[src/rtl/control_unit.sv]
// Microsequencer for the 16-bit processor: three-cycle fetch, opcode decode and a
// two-cycle memory tail for LOAD/STORE. All outputs are combinational decodes of state.
module control_unit (
    input  logic       clk,
    input  logic       reset,
    input  logic [7:0] ir_opcode,
    input  logic       z_flag,
    output logic [9:0] C_bus_ctrl_sig,
    output logic [3:0] select,
    output logic       PC_INC,
    output logic       AC_INC,
    output logic       RA_INC,
    output logic       RB_INC,
    output logic       RC_INC,
    output logic       read,
    output logic       write,
    output logic       LDIR,
    output logic [1:0] alu_op,
    output logic       halted
);

    localparam logic [2:0] StFetch1 = 3'd0;
    localparam logic [2:0] StFetch2 = 3'd1;
    localparam logic [2:0] StFetch3 = 3'd2;
    localparam logic [2:0] StDecode = 3'd3;
    localparam logic [2:0] StMem1   = 3'd4;
    localparam logic [2:0] StMem2   = 3'd5;
    localparam logic [2:0] StHalt   = 3'd6;

    localparam logic [3:0] ClsNop   = 4'h0;
    localparam logic [3:0] ClsMvr   = 4'h1;
    localparam logic [3:0] ClsMva   = 4'h2;
    localparam logic [3:0] ClsInc   = 4'h3;
    localparam logic [3:0] ClsLoad  = 4'h4;
    localparam logic [3:0] ClsStore = 4'h5;
    localparam logic [3:0] ClsAdd   = 4'h6;
    localparam logic [3:0] ClsSub   = 4'h7;
    localparam logic [3:0] ClsJmpz  = 4'h8;
    localparam logic [3:0] ClsJmp   = 4'h9;
    localparam logic [3:0] ClsHalt  = 4'hF;

    logic [2:0] state_q, state_d;
    logic [3:0] cls, idx;

    assign cls = ir_opcode[7:4];
    assign idx = ir_opcode[3:0];

    // Register index -> C-bus write-enable bit; idx 9-15 select no register.
    function automatic logic [9:0] wr_bit(input logic [3:0] i);
        logic [9:0] b;
        b = 10'h000;
        case (i)
            4'd0:    b[2] = 1'b1;
            4'd1:    b[5] = 1'b1;
            4'd2:    b[4] = 1'b1;
            4'd3:    b[3] = 1'b1;
            4'd4:    b[8] = 1'b1;
            4'd5:    b[7] = 1'b1;
            4'd6:    b[6] = 1'b1;
            4'd7:    b[0] = 1'b1;
            4'd8:    b[9] = 1'b1;
            default: b    = 10'h000;
        endcase
        return b;
    endfunction

    always_ff @(posedge clk) begin
        if (reset) begin
            state_q <= StFetch1;
        end else begin
            state_q <= state_d;
        end
    end

    always_comb begin
        state_d        = state_q;
        C_bus_ctrl_sig = 10'h000;
        select         = 4'd0;
        PC_INC         = 1'b0;
        AC_INC         = 1'b0;
        RA_INC         = 1'b0;
        RB_INC         = 1'b0;
        RC_INC         = 1'b0;
        read           = 1'b0;
        write          = 1'b0;
        LDIR           = 1'b0;
        alu_op         = 2'b00;
        halted         = 1'b0;

        // Outputs are forced quiet for the whole reset cycle, whatever state we are in.
        if (!reset) begin
            case (state_q)
                StFetch1: begin
                    select            = 4'd8;
                    C_bus_ctrl_sig[1] = 1'b1;
                    state_d           = StFetch2;
                end
                StFetch2: begin
                    read    = 1'b1;
                    PC_INC  = 1'b1;
                    state_d = StFetch3;
                end
                StFetch3: begin
                    LDIR    = 1'b1;
                    state_d = StDecode;
                end
                StDecode: begin
                    state_d = StFetch1;
                    case (cls)
                        ClsMvr: begin
                            select            = idx;
                            C_bus_ctrl_sig[0] = 1'b1;
                        end
                        ClsMva: begin
                            select         = 4'd7;
                            C_bus_ctrl_sig = wr_bit(idx);
                        end
                        ClsInc: begin
                            case (idx)
                                4'd4:    RA_INC = 1'b1;
                                4'd5:    RB_INC = 1'b1;
                                4'd6:    RC_INC = 1'b1;
                                4'd7:    AC_INC = 1'b1;
                                4'd8:    PC_INC = 1'b1;
                                default: ;
                            endcase
                        end
                        ClsLoad, ClsStore: begin
                            select            = idx;
                            C_bus_ctrl_sig[1] = 1'b1;
                            state_d           = StMem1;
                        end
                        ClsAdd, ClsSub: begin
                            select            = idx;
                            alu_op            = (cls == ClsAdd) ? 2'b01 : 2'b10;
                            C_bus_ctrl_sig[0] = 1'b1;
                        end
                        ClsJmpz: begin
                            if (z_flag) begin
                                select            = idx;
                                C_bus_ctrl_sig[9] = 1'b1;
                            end
                        end
                        ClsJmp: begin
                            select            = idx;
                            C_bus_ctrl_sig[9] = 1'b1;
                        end
                        ClsHalt: state_d = StHalt;
                        default: ;
                    endcase
                end
                StMem1: begin
                    if (cls == ClsLoad) begin
                        read = 1'b1;
                    end else begin
                        select            = 4'd7;
                        C_bus_ctrl_sig[2] = 1'b1;
                    end
                    state_d = StMem2;
                end
                StMem2: begin
                    if (cls == ClsLoad) begin
                        select            = 4'd0;
                        C_bus_ctrl_sig[0] = 1'b1;
                    end else begin
                        write = 1'b1;
                    end
                    state_d = StFetch1;
                end
                StHalt: begin
                    halted  = 1'b1;
                    state_d = StHalt;
                end
                default: state_d = StFetch1;
            endcase
        end
    end

endmodule

[config.mk]
export PLATFORM = sky130hd
export DESIGN_NAME = control_unit
export DESIGN_NICKNAME = d
export VERILOG_FILES = /design/src/rtl/control_unit.sv
export SDC_FILE = /design/constraint.sdc
export NUM_CORES = 1
export LEC_CHECK = 0
export CORE_MARGIN = 10
export CORE_UTILIZATION = 38
export DETAILED_ROUTE_END_ITERATION = 12
export PLACE_DENSITY_LB_ADDON = 0.15
export SLEW_MARGIN = 30
export SYNTH_ARGS = -nofsm -noshare
export SYNTH_HDL_FRONTEND = slang
export SYNTH_SLANG_ARGS = --single-unit
export TNS_END_PERCENT = 10
[constraint.sdc]
create_clock -name clk -period 1.9 [get_ports clk]
set_input_delay 0.19 -clock clk [delete_from_list [all_inputs] [get_ports clk]]
set_output_delay 0.19 -clock clk [all_outputs]
set_load 0.01 [all_outputs]
==> impl_results.md <==
* Worst EP arrival at 1.75 ns
* Yosys Warn Count at 0
* R2r setup slk at 0.63 ns
* Most common cell in the netlist: nor2_1
* Leakage at 0.666 nW
* Largest net degree at the start of global routing at 11
* Status: finished with violations
* Synth Register Bits at 3
* Antenna cell count at 0
* Hold path endpoint: state_q[2]$_SDFF_PP0_
* Clk_lat worst skew at 0.24 ns
* Layout cell share with drive strength beyond 1 at 0.413
* R2R depth at 4
* Post-synth EDFFs at 0
* Synthesis-to-finish area growth at 96.3%
* 1st-iter DRT viols at 47
* Die area at between 0.003 and 0.004 sq mm
* Ys flop type: dfxtp_1
* Final nets at 184
* Synth area leaders: nor2_1 (9.5%), dfxtp_1 (8.9%), a21oi_1 (5.9%)
* CP Max Fanout at 5
* # Max-Cap Violations at 0
* Die Y at 62.1 um
* FF-to-FF End: state_q[2]$_SDFF_PP0_
* Worst-path clk slew at approximately 0.04 ns
* Worst Hold Path Cells at 3
* Final setup fails at 1
* Post-Place Worst Slack at -0.436 ns
* GRT overflow at 0
* Router iterations before antenna repair at 4
* Clk buf depth at 2
* Core Area at 0.00171 sq mm
* Initial Util at 0.394
* CTS tree: done
* Die width at 62.1 um
* Slew Viols, Final at 0
* RePlAce Congestion at 0.912
* Post-layout min period at slightly below 2 ns
* Worst r2r src: state_q[2]$_SDFF_PP0_
* Core Rows at 15
* Port Buf Inserts at 35
* Sequential share of the synthesized area at 0.0892
* Sinks on Clock Net at 3
* CP Data Required Time at 1.71 ns
* Final worst path period share at 1.02
* Yosys cell types at 39
* Cell Pwr Density at 299 mW/mm^2
* Number of global-route vias before repair at around 1,000
* Vias at between 1,000 and 1,500
* First-pass GRT wire length at 4570 um
* Dpl cells at roughly 190
* Clock root buffer: clkbuf_4
* Multi-input gate area at 616 sq um
* GRT Util Overall at 0.153
* Worst setup EP type: primary output
* Clock Skew at between 0.0006 and 0.0007 ns
* Hpwl dp at around 2300 um
* CTS buffer count at 3
* Yosys top cell by area: nor2_1
* Syn_area_per_cell at about 6.5 sq um
* Antenna-violating nets left at 0
* Fill cell count at between 100 and 150
* Ports at 36
* Slew HR at 0.822
* Count of final hold-check violations at 0
* Yosys top cell area share at 0.0948
* Synth async-reset ratio at 0
* Vias per cell at 5.34
* Total Power at 0.000395 W
* Setup ws final at -0.0405 ns
* Register area at 63.8 sq um
* Measured slew at the worst slew-check pin at 0.264 ns
* Initial antenna violation count at 0
* Crit path launch type: primary input
* Syn Std Cell Area at 673 sq um
* Cells after Synth at 104
* Drt wl/cell at 15.2 um
* WS Path Type: primary input to primary output
* FMAX at ~500 MHz
* Largest registers: state_q (3)
* VDD IR-drop max at 0.401 mV
* Hold Crit Class: primary input to flip-flop
* Hold Path Origin: reset
* Max reg flops at 3
* H-tree depth at 1
* # DRC at 0
* Synth top cells by count: nor2_1 (17), nand2_1 (9), a21oi_1 (8), nand3_1 (7), nor3_1 (5)
* Failing checks: negative setup slack
* Unrepaired setup endpoints after global routing: yes
* Total Wirelength at 2990 um
* Post-route insts no fill at between 150 and 200
* Largest Register: state_q
* Synthesized Nets at 115
## layout by cell type (no fill, tap or decap), drive strengths merged, types with 2 or more instances in the layout
master         instances
nand2                 10
dlymetal6s2s           5
a21o                   2
nand2b                 3
nor4b                  4
or2                    2
dfxtp                  3
o21ai                  2
or4                    2
nand3                  7
nor3b                  2
a21oi                  8
nand4                  5
or2b                   2
nor2                  19
clkbuf                 6
a211oi                 4
clkdlybuf4s50          6
buf                   45
nor3                   5
dlygate4sd2           14
nand3b                 3
## critical path: stages
cell	delay, ns
clkdlybuf4s50_1	0.44
buf_4	0.17
inv_1	0.08
nand4_2	0.13
or4_1	0.44
a21oi_1	0.16
buf_2	0.15
## kinds of logic after synthesis
logic type             synth area share
DFF                              0.0892
AOI/OAI and AO/OA                 0.201
buffers and inverters            0.0781
and+or+nand+nor                   0.632
## cell type report
class	count	area share
Multi-Input combinational cell	92	0.466
Timing Repair Buffer	72	0.439
Sequential cell	3	0.0483
Tap cell	25	0.0237
Clock buffer	4	0.0199
Inverter	1	0.00284
## where the power goes
part | leakage (nW) | internal (W) | total, W | switching (W)
logic | 0.625 | 0.000103 | 0.000200 | 0.0000972
clock network | 0.0150 | 0.0000793 | 0.000121 | 0.0000416
registers | 0.0257 | 0.0000679 | 0.0000734 | 0.00000554
total | 0.666 | 0.000250 | 0.000395 | 0.000144
## stage by stage
stage	area, sq um	hold WS [ns]	setup TNS, ns	utilization
floorplan	673	0.430	0	-
global placement	1280	0.619	-5.88	0.747
detailed placement	1280	0.633	-6.33	0.747
CTS	1300	0.574	-0.406	0.759
global route	1320	0.443	-0.168	0.774
finish	1320	0.411	-0.0405	0.774
## how the worst max path moves through the flow
stage	slack, ns	to	startpoint	cells after the start
2_1_floorplan	0.36	C_bus_ctrl_sig[2]	state_q[0]$_SDFF_PP0_	6
3_3_place_gp	-0.40	C_bus_ctrl_sig[0]	ir_opcode[6]	8
3_5_place_dp	-0.44	select[1]	ir_opcode[6]	8
4_1_cts	-0.21	alu_op[1]	state_q[2]$_SDFF_PP0_	5
5_1_grt	-0.1	C_bus_ctrl_sig[2]	ir_opcode[0]	7
6_report	-0.04	C_bus_ctrl_sig[2]	ir_opcode[0]	7
## what timing repair did
item	CTS	global route
gates resized for setup	59	19
setup buffers	1	0
setup endpoints to repair	24	19
hold buffers	0	0
pin swaps	3	6
## layer usage
layer  part of all wire  global-route usage
met2               0.48               0.254
met4             0.0087              0.0318
met1               0.42               0.182
met5                  0                   0
met3              0.081              0.0569
Note: power is estimated with default switching activity, not from simulation.
